--- src/rtl/alu_mdu_pkg.sv ---
// Shared definitions for the ALU / multiply-divide unit: op codes,
// sequencer state encoding and a small op-class helper.
package alu_mdu_pkg;

  localparam int OP_W = 4;

  localparam logic [OP_W-1:0] OP_AND   = 4'b0000;
  localparam logic [OP_W-1:0] OP_OR    = 4'b0001;
  localparam logic [OP_W-1:0] OP_ADD   = 4'b0010;
  localparam logic [OP_W-1:0] OP_XOR   = 4'b0011;
  localparam logic [OP_W-1:0] OP_NOR   = 4'b0100;
  localparam logic [OP_W-1:0] OP_SUB   = 4'b0110;
  localparam logic [OP_W-1:0] OP_SLT   = 4'b0111;
  localparam logic [OP_W-1:0] OP_MULTU = 4'b1000;
  localparam logic [OP_W-1:0] OP_DIVU  = 4'b1001;
  localparam logic [OP_W-1:0] OP_MFHI  = 4'b1010;
  localparam logic [OP_W-1:0] OP_MFLO  = 4'b1011;

  typedef enum logic [1:0] {
    ST_IDLE = 2'd0,
    ST_MUL  = 2'd1,
    ST_DIV  = 2'd2
  } state_e;

  // True for the op codes that run on the iterative engine.
  function automatic logic is_mdu_op(input logic [OP_W-1:0] op);
    return (op == OP_MULTU) || (op == OP_DIVU);
  endfunction

endpackage

--- src/rtl/muldiv_seq.sv ---
// Iterative unsigned multiply (shift-add) / divide (restoring) engine.
// One bit per cycle; hi/lo are loaded only on the final step so they
// hold the previous result for the whole run.
module muldiv_seq
  import alu_mdu_pkg::*;
#(
  parameter int WIDTH = 32
) (
  input  logic             clk,
  input  logic             rst_n,
  input  logic             go,
  input  logic             is_div,
  input  logic [WIDTH-1:0] a,
  input  logic [WIDTH-1:0] b,
  output logic             busy,
  output logic             fin,
  output logic [WIDTH-1:0] hi,
  output logic [WIDTH-1:0] lo
);

  localparam int CW = $clog2(WIDTH + 1);
  localparam logic [CW-1:0] LAST = CW'(WIDTH - 1);

  state_e               state_q, state_d;
  logic [2*WIDTH-1:0]   acc_q, acc_d;
  logic [WIDTH-1:0]     opb_q, opb_d;
  logic [CW-1:0]        cnt_q, cnt_d;
  logic [WIDTH-1:0]     hi_q, hi_d;
  logic [WIDTH-1:0]     lo_q, lo_d;

  // Multiply step: add multiplicand into the upper half when the current
  // multiplier bit (acc[0]) is set, then shift the whole accumulator right.
  logic [WIDTH:0]       mul_sum;
  logic [2*WIDTH-1:0]   mul_acc;
  assign mul_sum = {1'b0, acc_q[2*WIDTH-1:WIDTH]} + (acc_q[0] ? {1'b0, opb_q} : '0);
  assign mul_acc = {mul_sum, acc_q[WIDTH-1:1]};

  // Divide step: shift the next dividend bit into the partial remainder and
  // subtract the divisor if it fits. Upper half = remainder, lower = quotient.
  logic [WIDTH:0]       div_shift;
  logic                 div_ge;
  logic [WIDTH-1:0]     div_rem;
  logic [2*WIDTH-1:0]   div_acc;
  assign div_shift = {acc_q[2*WIDTH-1:WIDTH], acc_q[WIDTH-1]};
  assign div_ge    = (div_shift >= {1'b0, opb_q});
  assign div_rem   = div_ge ? (div_shift[WIDTH-1:0] - opb_q) : div_shift[WIDTH-1:0];
  assign div_acc   = {div_rem, acc_q[WIDTH-2:0], div_ge};

  assign busy = (state_q != ST_IDLE);
  assign hi   = hi_q;
  assign lo   = lo_q;

  // Next-state, step and completion logic.
  always_comb begin
    state_d = state_q;
    acc_d   = acc_q;
    opb_d   = opb_q;
    cnt_d   = cnt_q;
    hi_d    = hi_q;
    lo_d    = lo_q;
    fin     = 1'b0;
    case (state_q)
      ST_IDLE: begin
        if (go) begin
          state_d = is_div ? ST_DIV : ST_MUL;
          acc_d   = {{WIDTH{1'b0}}, a};
          opb_d   = b;
          cnt_d   = '0;
        end
      end
      ST_MUL, ST_DIV: begin
        acc_d = (state_q == ST_MUL) ? mul_acc : div_acc;
        cnt_d = cnt_q + CW'(1);
        if (cnt_q == LAST) begin
          fin     = 1'b1;
          state_d = ST_IDLE;
          hi_d    = acc_d[2*WIDTH-1:WIDTH];
          lo_d    = acc_d[WIDTH-1:0];
        end
      end
      default: state_d = ST_IDLE;
    endcase
  end

  // State register; reset aborts any run in progress.
  always_ff @(posedge clk or negedge rst_n) begin
    if (!rst_n) begin
      state_q <= ST_IDLE;
    end else begin
      state_q <= state_d;
    end
  end

  // Datapath registers: accumulator, operand, step counter, hi/lo.
  always_ff @(posedge clk or negedge rst_n) begin
    if (!rst_n) begin
      acc_q <= '0;
      opb_q <= '0;
      cnt_q <= '0;
      hi_q  <= '0;
      lo_q  <= '0;
    end else begin
      acc_q <= acc_d;
      opb_q <= opb_d;
      cnt_q <= cnt_d;
      hi_q  <= hi_d;
      lo_q  <= lo_d;
    end
  end

endmodule

--- src/rtl/alu_mdu.sv ---
// Registered ALU with iterative multiply/divide and HI/LO registers.
// Single-cycle ops complete at the accepting edge; MULTU/DIVU hand off
// to muldiv_seq and complete WIDTH edges later.
module alu_mdu
  import alu_mdu_pkg::*;
#(
  parameter int WIDTH = 32
) (
  input  logic             clk,
  input  logic             rst_n,
  input  logic             start,
  input  logic [OP_W-1:0]  op,
  input  logic [WIDTH-1:0] a,
  input  logic [WIDTH-1:0] b,
  output logic             busy,
  output logic             done,
  output logic [WIDTH-1:0] result,
  output logic [WIDTH-1:0] hi,
  output logic [WIDTH-1:0] lo,
  output logic             zero,
  output logic             ovf,
  output logic             dbz
);

  logic             accept, mdu_go, single_go, fin;
  logic [WIDTH-1:0] sum, diff;
  logic [WIDTH-1:0] alu_res;
  logic             alu_ovf;

  logic [WIDTH-1:0] res_q, res_d;
  logic             sel_lo_q, sel_lo_d;
  logic             ovf_q, ovf_d;
  logic             done_q, done_d;
  logic             dbz_q, dbz_d;
  logic             is_div_q, is_div_d;
  logic             b_zero_q, b_zero_d;

  assign accept    = start & ~busy;
  assign mdu_go    = accept & is_mdu_op(op);
  assign single_go = accept & ~is_mdu_op(op);

  assign sum  = a + b;
  assign diff = a - b;

  muldiv_seq #(.WIDTH(WIDTH)) u_seq (
    .clk    (clk),
    .rst_n  (rst_n),
    .go     (mdu_go),
    .is_div (op == OP_DIVU),
    .a      (a),
    .b      (b),
    .busy   (busy),
    .fin    (fin),
    .hi     (hi),
    .lo     (lo)
  );

  // After a MULTU/DIVU the result is lo itself, so select the lo register
  // rather than copying it; both sources are registers.
  assign result = sel_lo_q ? lo : res_q;
  assign zero   = (result == '0);
  assign ovf    = ovf_q;
  assign dbz    = dbz_q;
  assign done   = done_q;

  // Single-cycle op decode.
  always_comb begin
    alu_res = '0;
    alu_ovf = 1'b0;
    case (op)
      OP_AND:  alu_res = a & b;
      OP_OR:   alu_res = a | b;
      OP_XOR:  alu_res = a ^ b;
      OP_NOR:  alu_res = ~(a | b);
      OP_ADD: begin
        alu_res = sum;
        alu_ovf = (a[WIDTH-1] == b[WIDTH-1]) && (sum[WIDTH-1] != a[WIDTH-1]);
      end
      OP_SUB: begin
        alu_res = diff;
        alu_ovf = (a[WIDTH-1] != b[WIDTH-1]) && (diff[WIDTH-1] != a[WIDTH-1]);
      end
      OP_SLT:  alu_res = {{(WIDTH-1){1'b0}}, ($signed(a) < $signed(b))};
      OP_MFHI: alu_res = hi;
      OP_MFLO: alu_res = lo;
      default: alu_res = '0;
    endcase
  end

  // Result/flag update on completion; dbz is recorded at accept and
  // published when the divide finishes.
  always_comb begin
    res_d    = res_q;
    sel_lo_d = sel_lo_q;
    ovf_d    = ovf_q;
    done_d   = 1'b0;
    dbz_d    = dbz_q;
    is_div_d = is_div_q;
    b_zero_d = b_zero_q;
    if (single_go) begin
      res_d    = alu_res;
      ovf_d    = alu_ovf;
      sel_lo_d = 1'b0;
      done_d   = 1'b1;
    end
    if (mdu_go) begin
      is_div_d = (op == OP_DIVU);
      b_zero_d = (b == '0);
    end
    if (fin) begin
      sel_lo_d = 1'b1;
      ovf_d    = 1'b0;
      done_d   = 1'b1;
      if (is_div_q) dbz_d = b_zero_q;
    end
  end

  // Result and flag registers.
  always_ff @(posedge clk or negedge rst_n) begin
    if (!rst_n) begin
      res_q    <= '0;
      sel_lo_q <= 1'b0;
      ovf_q    <= 1'b0;
      done_q   <= 1'b0;
      dbz_q    <= 1'b0;
      is_div_q <= 1'b0;
      b_zero_q <= 1'b0;
    end else begin
      res_q    <= res_d;
      sel_lo_q <= sel_lo_d;
      ovf_q    <= ovf_d;
      done_q   <= done_d;
      dbz_q    <= dbz_d;
      is_div_q <= is_div_d;
      b_zero_q <= b_zero_d;
    end
  end

endmodule
--- config.mk ---
export PLATFORM = sky130hd
export DESIGN_NAME = alu_mdu
export DESIGN_NICKNAME = d
export VERILOG_FILES = /design/src/rtl/alu_mdu_pkg.sv /design/src/rtl/muldiv_seq.sv /design/src/rtl/alu_mdu.sv
export SDC_FILE = /design/constraint.sdc
export NUM_CORES = 1
export LEC_CHECK = 0
export CORE_MARGIN = 8
export CORE_UTILIZATION = 55
export CTS_CLUSTER_SIZE = 8
export DETAILED_ROUTE_END_ITERATION = 16
export HOLD_SLACK_MARGIN = 0.03
export PLACE_DENSITY_LB_ADDON = 0.12
export SYNTH_ARGS = -nofsm -noshare
export SYNTH_HDL_FRONTEND = slang
export SYNTH_HIERARCHICAL = 1
export SYNTH_SLANG_ARGS = --single-unit
--- constraint.sdc ---
create_clock -name clk -period 3.3 [get_ports clk]
set_clock_uncertainty 0.05 [all_clocks]
set_input_delay 0.66 -clock clk [delete_from_list [all_inputs] [get_ports clk]]
set_output_delay 0.66 -clock clk [all_outputs]
set_load 0.01 [all_outputs]
==> summary.md, run 1 <==
By count the netlist is led by sky130_fd_sc_hd__nand2_1 (316), sky130_fd_sc_hd__o21ai_0 (240), sky130_fd_sc_hd__dfrtp_1 (206). Launch instance of the worst min-delay path: res_q[11]. Primary flip-flop cell chosen by synthesis mapping: sky130_fd_sc_hd__dfrtp_1. Initial antenna violation count: 3. After Yosys synthesis, and, or, nand and nor cells account for 18.78% of the synthesized area.

After detailed routing, the total wire length is 85.18 mm. TritonCTS created 30 clock buffers. The maximum fanout along the worst path works out to 3.

By area, the combinational part of the netlist is dominated by compound AO/OA/AOI/OAI gates. Setup repair after global routing could not meet its margin everywhere. Top-area cell type share of the netlist area: 26.57%. Summing all non-filler instances in the final layout gives an area of 25700 um^2.

After floorplanning, the core was divided into 68 placement rows. For this design, the sink count on the clock tree is 206. In this run the standard cell core region covers 34630 um^2.

Using the TritonRoute via totals, the vias-per-cell ratio works out to 6.639. The family of cells with the greatest summed delay on the critical path was simple AND/OR/NAND/NOR gates. The routed layout has 22480 vias. The classification of the worst setup path is in -> reg. The complex-gate fraction of the synthesized area was 30.22%; the number of primary I/O pins was 172. The actual slew at the worst max-slew pin was 0.8962 ns; the sequential-to-total area share from yosys stat was 26.57%. The worst register-to-register path ends at u_seq/acc_q[47].

The detailed router finished its first iteration with 2760 violations. For this run, design rule violations remaining after detail routing come to 0. The number of hold violations in the final report is 0. The critical path goes through clkdlybuf4s50_1 > inv_1 > ha_1 > nor2b_4 > or4_4 > buf_4 > nor4_1 > a21oi_4 > a2111oi_1 > o31ai_1.

The worst-case reg-to-reg path depth is 14. The global-route usage over all layers is 39.22%. Once detail routing completed, the nets flagged for antenna violations numbered 0. Synthesis inferred 206 register bits. Derived from the worst setup path, the maximum achievable clock frequency is 0.3003 GHz. The clock slew at the register clock pins of the worst setup and hold paths is 0.06 ns, and the relative area change from synthesis to final layout is 32.46%. The run gives 2640 as the count of filler cells inserted in the layout.

Registers take 5157 um^2. Yosys printed 6 warnings. The number of iterations in the first detailed-routing pass came out at 8. The depth of the worst hold-timing path works out to 1. Across all hold checks on the routed design, the worst slack comes to 0.4444 ns.

The largest single stage delay on the critical path is 0.57 ns. TritonCTS built the clock tree. Of all cell types, the one taking the most synthesized area is sky130_fd_sc_hd__dfrtp_1.

The routability-driven placement congestion ratio is 1.059, and the wire length of the first global-routing pass is 127.8 mm. The cell count after synthesis was 2461. The path with the worst hold slack has its endpoint at res_q[11]. For the worst-skew pair, the clock arrives at the later sink with an insertion delay of 0.61 ns. The logs give 74.21% for the fraction of the core area covered by cells at the end of the flow and 56.02% for the initial core utilization. The arrival time at the worst endpoint was 3.73 ns; the area of placed instances was 24380 um^2. The type of origin of the critical path is an input port. The final reports fail on setup timing. Of the total synthesized cell area, the portion taken by full adders, half adders and majority gates is 11.11%. Share of synthesized area spent on multiplexers: 4.986%.

The via count of the first global-routing pass was 22180; the number of maximum-capacitance constraint violations was 0. The cell type of the slowest stage on the worst timing path was sky130_fd_sc_hd__clkdlybuf4s50_1. Yosys mapped a number of flops with a built-in enable equal to 0. The worst hold-check path type was reg -> reg. The tree is rooted in a sky130_fd_sc_hd__clkbuf_16. The area of the die is 41540 um^2.

In this run the tightest slew margin relative to its limit is 40.19%. The synthesized area per cell is 7.882 um^2, and the number of input and output port buffers inserted is 171. Counting both buffers and inverters, the worst setup path holds a total of 3. The largest net degree at the start of global routing was 90. Critical path endpoint category: a register.

The mapped netlist covers 19400 um^2. The post-route clock period utilization is 100.9%. Subtracting the final worst setup slack from the clock period gives 3.330 ns.

The number of max-slew violations in the final report was 0; the total number of H-tree levels was 1. For this design the ratio of total power to cell area is 686.5 nW/um^2. In the final design database the tool counted 3166 nets. The analysis attributes to cell leakage a power of 11.84 nW. The overall overflow remaining after global route was 0.

The total setup violations reported at the end of the flow is 1. Summing all multi-input logic gate instances after layout gives 13470 um^2. The maximum VDD drop is 0.7564 mV, and the height of the die is 203.8 um. The fraction of registers with async set or reset after synthesis is 100.0%.

Sorting the synthesized cells by area gives the leading types as sky130_fd_sc_hd__dfrtp_1 (27%), sky130_fd_sc_hd__ha_1 (11%), sky130_fd_sc_hd__o21ai_0 (6.2%). Of the total synthesized cell area, the portion taken by XOR and XNOR cells is 2.032%. The HPWL after detailed placement came out at 66.01 mm. Counting every net in the synthesized netlist gives 2701.

The netlist uses 100 different library cells. In this run the horizontal extent of the chip is 203.8 um. The worst endpoint required time is 3.70 ns, and the minimum setup slack among reg-to-reg paths is 0.03 ns. Layout cell share with drive strength beyond 1: 20.96%.

The worst register-to-register path begins at u_seq/acc_q[0]. Among all cell types in the netlist, the one instantiated most often is sky130_fd_sc_hd__nand2_1. The run gives 3 as the maximum number of buffers from clock root to sink. The mean routed wirelength per cell was 25.16 um. The run finished, with violations left. The tools report the worst path setup slack after routing as -0.02989 ns.
-- registers in the layout, summed over array words and instances, names as in the netlist, 2 cells and up --
| register | cells |
|---|---|
| u_seq/acc_q | 64 |
| res_q | 32 |
| u_seq/hi | 32 |
| u_seq/lo | 32 |
| u_seq/opb_q | 32 |
| u_seq/cnt_q | 6 |
| u_seq/state_q | 2 |
-- metrics by stage --
stage / setup WS, ns / setup TNS, ns / total power [mW] / std cells
after CTS: 0.007904 / 0 / 17.02 / 3382
after detailed placement: -0.6192 / -11.79 / 13.95 / 3343
after global routing: -0.05231 / -0.2463 / 18.57 / 3386
final: -0.02989 / -0.02989 / 17.64 / 3386
after global placement: -0.5516 / -10.28 / 13.71 / 3343
after floorplan: 0.2927 / 0 / 10.10 / 2461
-- repair_timing --
action                                 4_1_cts  5_1_grt
setup endpoints to repair                   12       59
hold buffers                                 1        0
gates resized for setup                     23       64
setup buffers                                2        4
pin swaps                                    2        9
endpoints found under the hold margin       48        0
-- cell families after synthesis --
group	Yosys count
flip-flops	206
XOR/XNOR	45
buffers and inverters	311
AND/OR/NAND/NOR	759
multiplexers	91
AO/OA/AOI/OAI	879
adder cells (fa/ha/maj)	170
-- routing by layer --
layer	track usage (%)	vias to the layer above	part of all wire, %
met4	21.81	4	6.3
met2	63.04	1426	46
met1	48.52	10750	38
met5	0	-	0.031
met3	8.394	361	10
li1	-	9942	-
-- final cells by class --
type                            count  area share (%)
Multi-Input combinational cell   1944           52.43
Sequential cell                   206           20.07
Timing Repair Buffer              589           19.72
Clock buffer                       34           3.058
Inverter                          155           2.264
Tap cell                          455           2.216
Clock inverter                      2          0.2337
Antenna cell                        1        0.009739
-- cells in the final DEF (no fill, tap or decap), types with 43 or more instances in the layout --
master                            count
sky130_fd_sc_hd__inv_1              155
sky130_fd_sc_hd__mux2_2              43
sky130_fd_sc_hd__a21oi_1            160
sky130_fd_sc_hd__nor3_1              48
sky130_fd_sc_hd__buf_4              399
sky130_fd_sc_hd__clkdlybuf4s50_1    168
sky130_fd_sc_hd__and2_1              45
sky130_fd_sc_hd__o31ai_1             46
sky130_fd_sc_hd__o21ai_0            234
sky130_fd_sc_hd__dfrtp_1            204
sky130_fd_sc_hd__mux2i_1             45
sky130_fd_sc_hd__nand3_1             62
sky130_fd_sc_hd__a21o_1              45
sky130_fd_sc_hd__nor2_1             114
sky130_fd_sc_hd__nand2_1            314
sky130_fd_sc_hd__ha_1               157
-- power breakdown --
| group | leakage (nW) | total (mW) | switching (mW) | internal (mW) |
|---|---|---|---|---|
| registers | 2.74 | 3.74 | 0.599 | 3.14 |
| logic | 8.69 | 11.0 | 6.49 | 4.49 |
| clock network | 0.412 | 2.92 | 1.19 | 1.73 |
-- worst max-delay path by stage --
stage | from | slack [ns] | end | depth (start not counted)
finish | b[11] | -0.03 | res_q[18] | 10
global route | u_seq/acc_q[0] | -0.05 | u_seq/hi[29] | 13
CTS | u_seq/acc_q[0] | 0.008 | u_seq/hi[28] | 13
detailed placement | a[0] | -0.62 | res_q[22] | 13
global placement | a[0] | -0.55 | res_q[22] | 13
floorplan | a[21] | 0.29 | res_q[28] | 11
Note: power is estimated with default switching activity, not from simulation.
==> run 2, diff against run 1 <==
Settings changed: CORE_MARGIN 8 to unset.
==> summary.md, run 2 (synthesized netlist as in run 1, its figures left out) <==
The flow ran to the end, but the final reports show violations. The final reports fail on hold timing, setup timing. VDD sags by at most 0.7769 mV. After routing, the total negative slack on setup checks comes to -0.004435 ns.

At the later pin of the worst-skew pair, clock insertion delay measures 0.59 ns. The floorplan step defined a core boundary enclosing 34630 um^2. The number of max-slew violations in the final report was 0. The classification of the worst setup path is reg -> reg. The total number of H-tree levels is 1, and the layout cell share with drive strength beyond 1 is 21.81%.

The analysis attributes to cell leakage a power of 11.97 nW. For the worst setup path, the data required time is 3.68 ns. In the routed layout, each cell is associated on average with a via count of 6.638. The run gives 0 as the number of maximum-capacitance constraint violations. Number of input and output port buffers inserted: 171. The path class of the tightest hold or removal check is in -> async. Once detail routing completed, the nets flagged for antenna violations numbered 0.

The mean routed wirelength per cell is 24.78 um. Dividing total power by cell area gives a power density of 682.9 nW/um^2. The die is 189.8 um wide. The tree is rooted in a sky130_fd_sc_hd__clkbuf_16.

The fmax came out at 0.3026 GHz. In the final layout, flip-flops and latches occupy 5157 um^2. After global routing the overflow that remains totals 0.

Height of the die: 189.8 um. For this block, the routed nets add up to 84.46 mm of wire. For this configuration, the core starts out at a cell density of 56.02%.

Global routing consumed, over all layers together, 45.86% of the routing resources. For the total design power, the log shows 17.64 mW. The hold slack is -0.002455 ns, and the maximum fanout along the worst path is 23. The area of the die is 36030 um^2. In the layout the commonest cells are sky130_fd_sc_hd__buf_4 (424), sky130_fd_sc_hd__nand2_1 (314), sky130_fd_sc_hd__o21ai_0 (234), sky130_fd_sc_hd__dfrtp_1 (204), sky130_fd_sc_hd__clkdlybuf4s50_1 (166).

The first routing iteration left 2670 violations. The post-route clock period utilization was 100.1%; the worst path setup slack after routing was -0.004435 ns. In this run the count of I/O pins placed on the die edge is 172. Entering global routing, the biggest net connects 111 pins. The flip-flop count of the largest register, all copies and words added is 64. Ranked by flip-flop count, first place goes to u_seq/acc_q.

The HPWL after detailed placement is 65.10 mm. In the final design database the tool counted 3189 nets. At the pin with the least slew margin, the transition time is 0.8944 ns.

The count of filler cells inserted in the layout is 2626, and the maximum number of buffers from clock root to sink is 3. Counting every sink on the clock net gives 206. The number of hold violations in the final report is 3, and the relative slew slack is 40.31%.

Via count of the first global-routing pass: 22070. The worst path in the final design needs a cycle of 3.304 ns, including I/O delays and setup. For the worst setup path, the data arrival time is 3.69 ns. The run gives 3 as the initial antenna violation count.

The tools report the via total after detailed routing as 22630. The first TritonRoute pass finished after 8 iterations. The library cell used most frequently in the layout, excluding fill and tap cells, is sky130_fd_sc_hd__buf_4. After detailed routing, the number of remaining DRC violations is 0. The tools report the number of cell rows as 68. Critical path endpoint category: a register. The worst setup path is launched from a register. The clock buffer count from CTS is 30, and the total setup violations reported at the end of the flow is 1. Setup repair after global routing could not meet its margin everywhere. Clock-pin slew was measured on the worst setup and hold paths at 0.06 ns. TritonCTS built the clock tree.

Compared with the post-synthesis result, the final layout area differs by 33.13%. The multi-input combinational cells in the finished layout cover a total of 13490 um^2. The wire length of the first global-routing pass is 126.9 mm. The congestion estimate from routability-driven global placement came to 1.053.
## run 2: cell count changes in the layout (fill, tap and decap cells not counted), sizes merged
cell	previous run	this run
dlygate4sd3	1	0
dlymetal6s2s	1	3
buf	419	443
clkinv	1	2
clkdlybuf4s50	168	166
bufinv	1	0
## run 2: final timing paths
| kind | from | endpoint | slack [ns] | depth (start not counted) |
|---|---|---|---|---|
| hold reg to reg | b_zero_q | b_zero_q | 0.44 | 2 |
| max in group asynchronous | rst_n | res_q[27] | 2.29 | 2 |
| min in group clk | b_zero_q | b_zero_q | 0.44 | 2 |
| setup / recovery | u_seq/acc_q[0] | u_seq/hi[29] | -0.004 | 13 |
| hold / removal | rst_n | u_seq/acc_q[5] | -0.002 | 1 |
| setup reg to reg | u_seq/acc_q[0] | u_seq/hi[29] | -0.004 | 13 |
## run 2: through the flow
step	worst slack, ns	std cells	utilization [%]	cell area, um^2
2_1_floorplan	0.2927	2461	-	19400
3_3_place_gp	-0.6909	3365	70.82	24520
3_5_place_dp	-0.7178	3365	70.82	24520
4_1_cts	-0.003546	3405	73.65	25500
5_1_grt	-0.07068	3409	74.58	25830
6_report	-0.004435	3409	74.58	25830
## run 2: final cells by class
class	instances	area share [%]
multi-input cells	1944	52.22
repair buffers	612	20.18
flip-flops and latches	206	19.97
clock buffers	34	3.081
inverters	155	2.253
well taps	455	2.204
clock inverters	2	0.08236
diodes	1	0.009689
## run 2: critical path, stage by stage, from the launching register on
cell	delay [ns]
sky130_fd_sc_hd__dfrtp_1	0.40
sky130_fd_sc_hd__buf_6	0.19
sky130_fd_sc_hd__and2_1	0.18
sky130_fd_sc_hd__fa_2	0.40
sky130_fd_sc_hd__a211oi_4	0.30
sky130_fd_sc_hd__o21ai_2	0.12
sky130_fd_sc_hd__o2111ai_2	0.19
sky130_fd_sc_hd__buf_4	0.17
sky130_fd_sc_hd__a21oi_2	0.07
sky130_fd_sc_hd__o311ai_1	0.24
sky130_fd_sc_hd__buf_4	0.18
sky130_fd_sc_hd__mux2i_4	0.23
sky130_fd_sc_hd__mux2i_2	0.31
sky130_fd_sc_hd__o31ai_1	0.11
## run 2: what timing repair did
| action | in CTS | in global routing |
|---|---|---|
| pin swaps | 5 | 16 |
| setup buffers | 4 | 3 |
| resized for setup | 35 | 65 |
| endpoints found under the setup margin | 13 | 41 |
| hold buffers | 0 | 0 |
## run 2: power breakdown
group	internal, mW	leakage [nW]	total (mW)	switching (mW)
clock network	1.66	0.403	2.83	1.17
registers	3.14	2.74	3.72	0.580
logic	4.60	8.82	11.1	6.48
## run 2: per-layer routing
metal	routed length, um	global-route usage [%]	share of wire (%)
met1	32760	57.22	39
met3	8182	9.721	9.7
met2	38620	74.58	46
met4	4870	23.64	5.8
met5	27	0	0.032
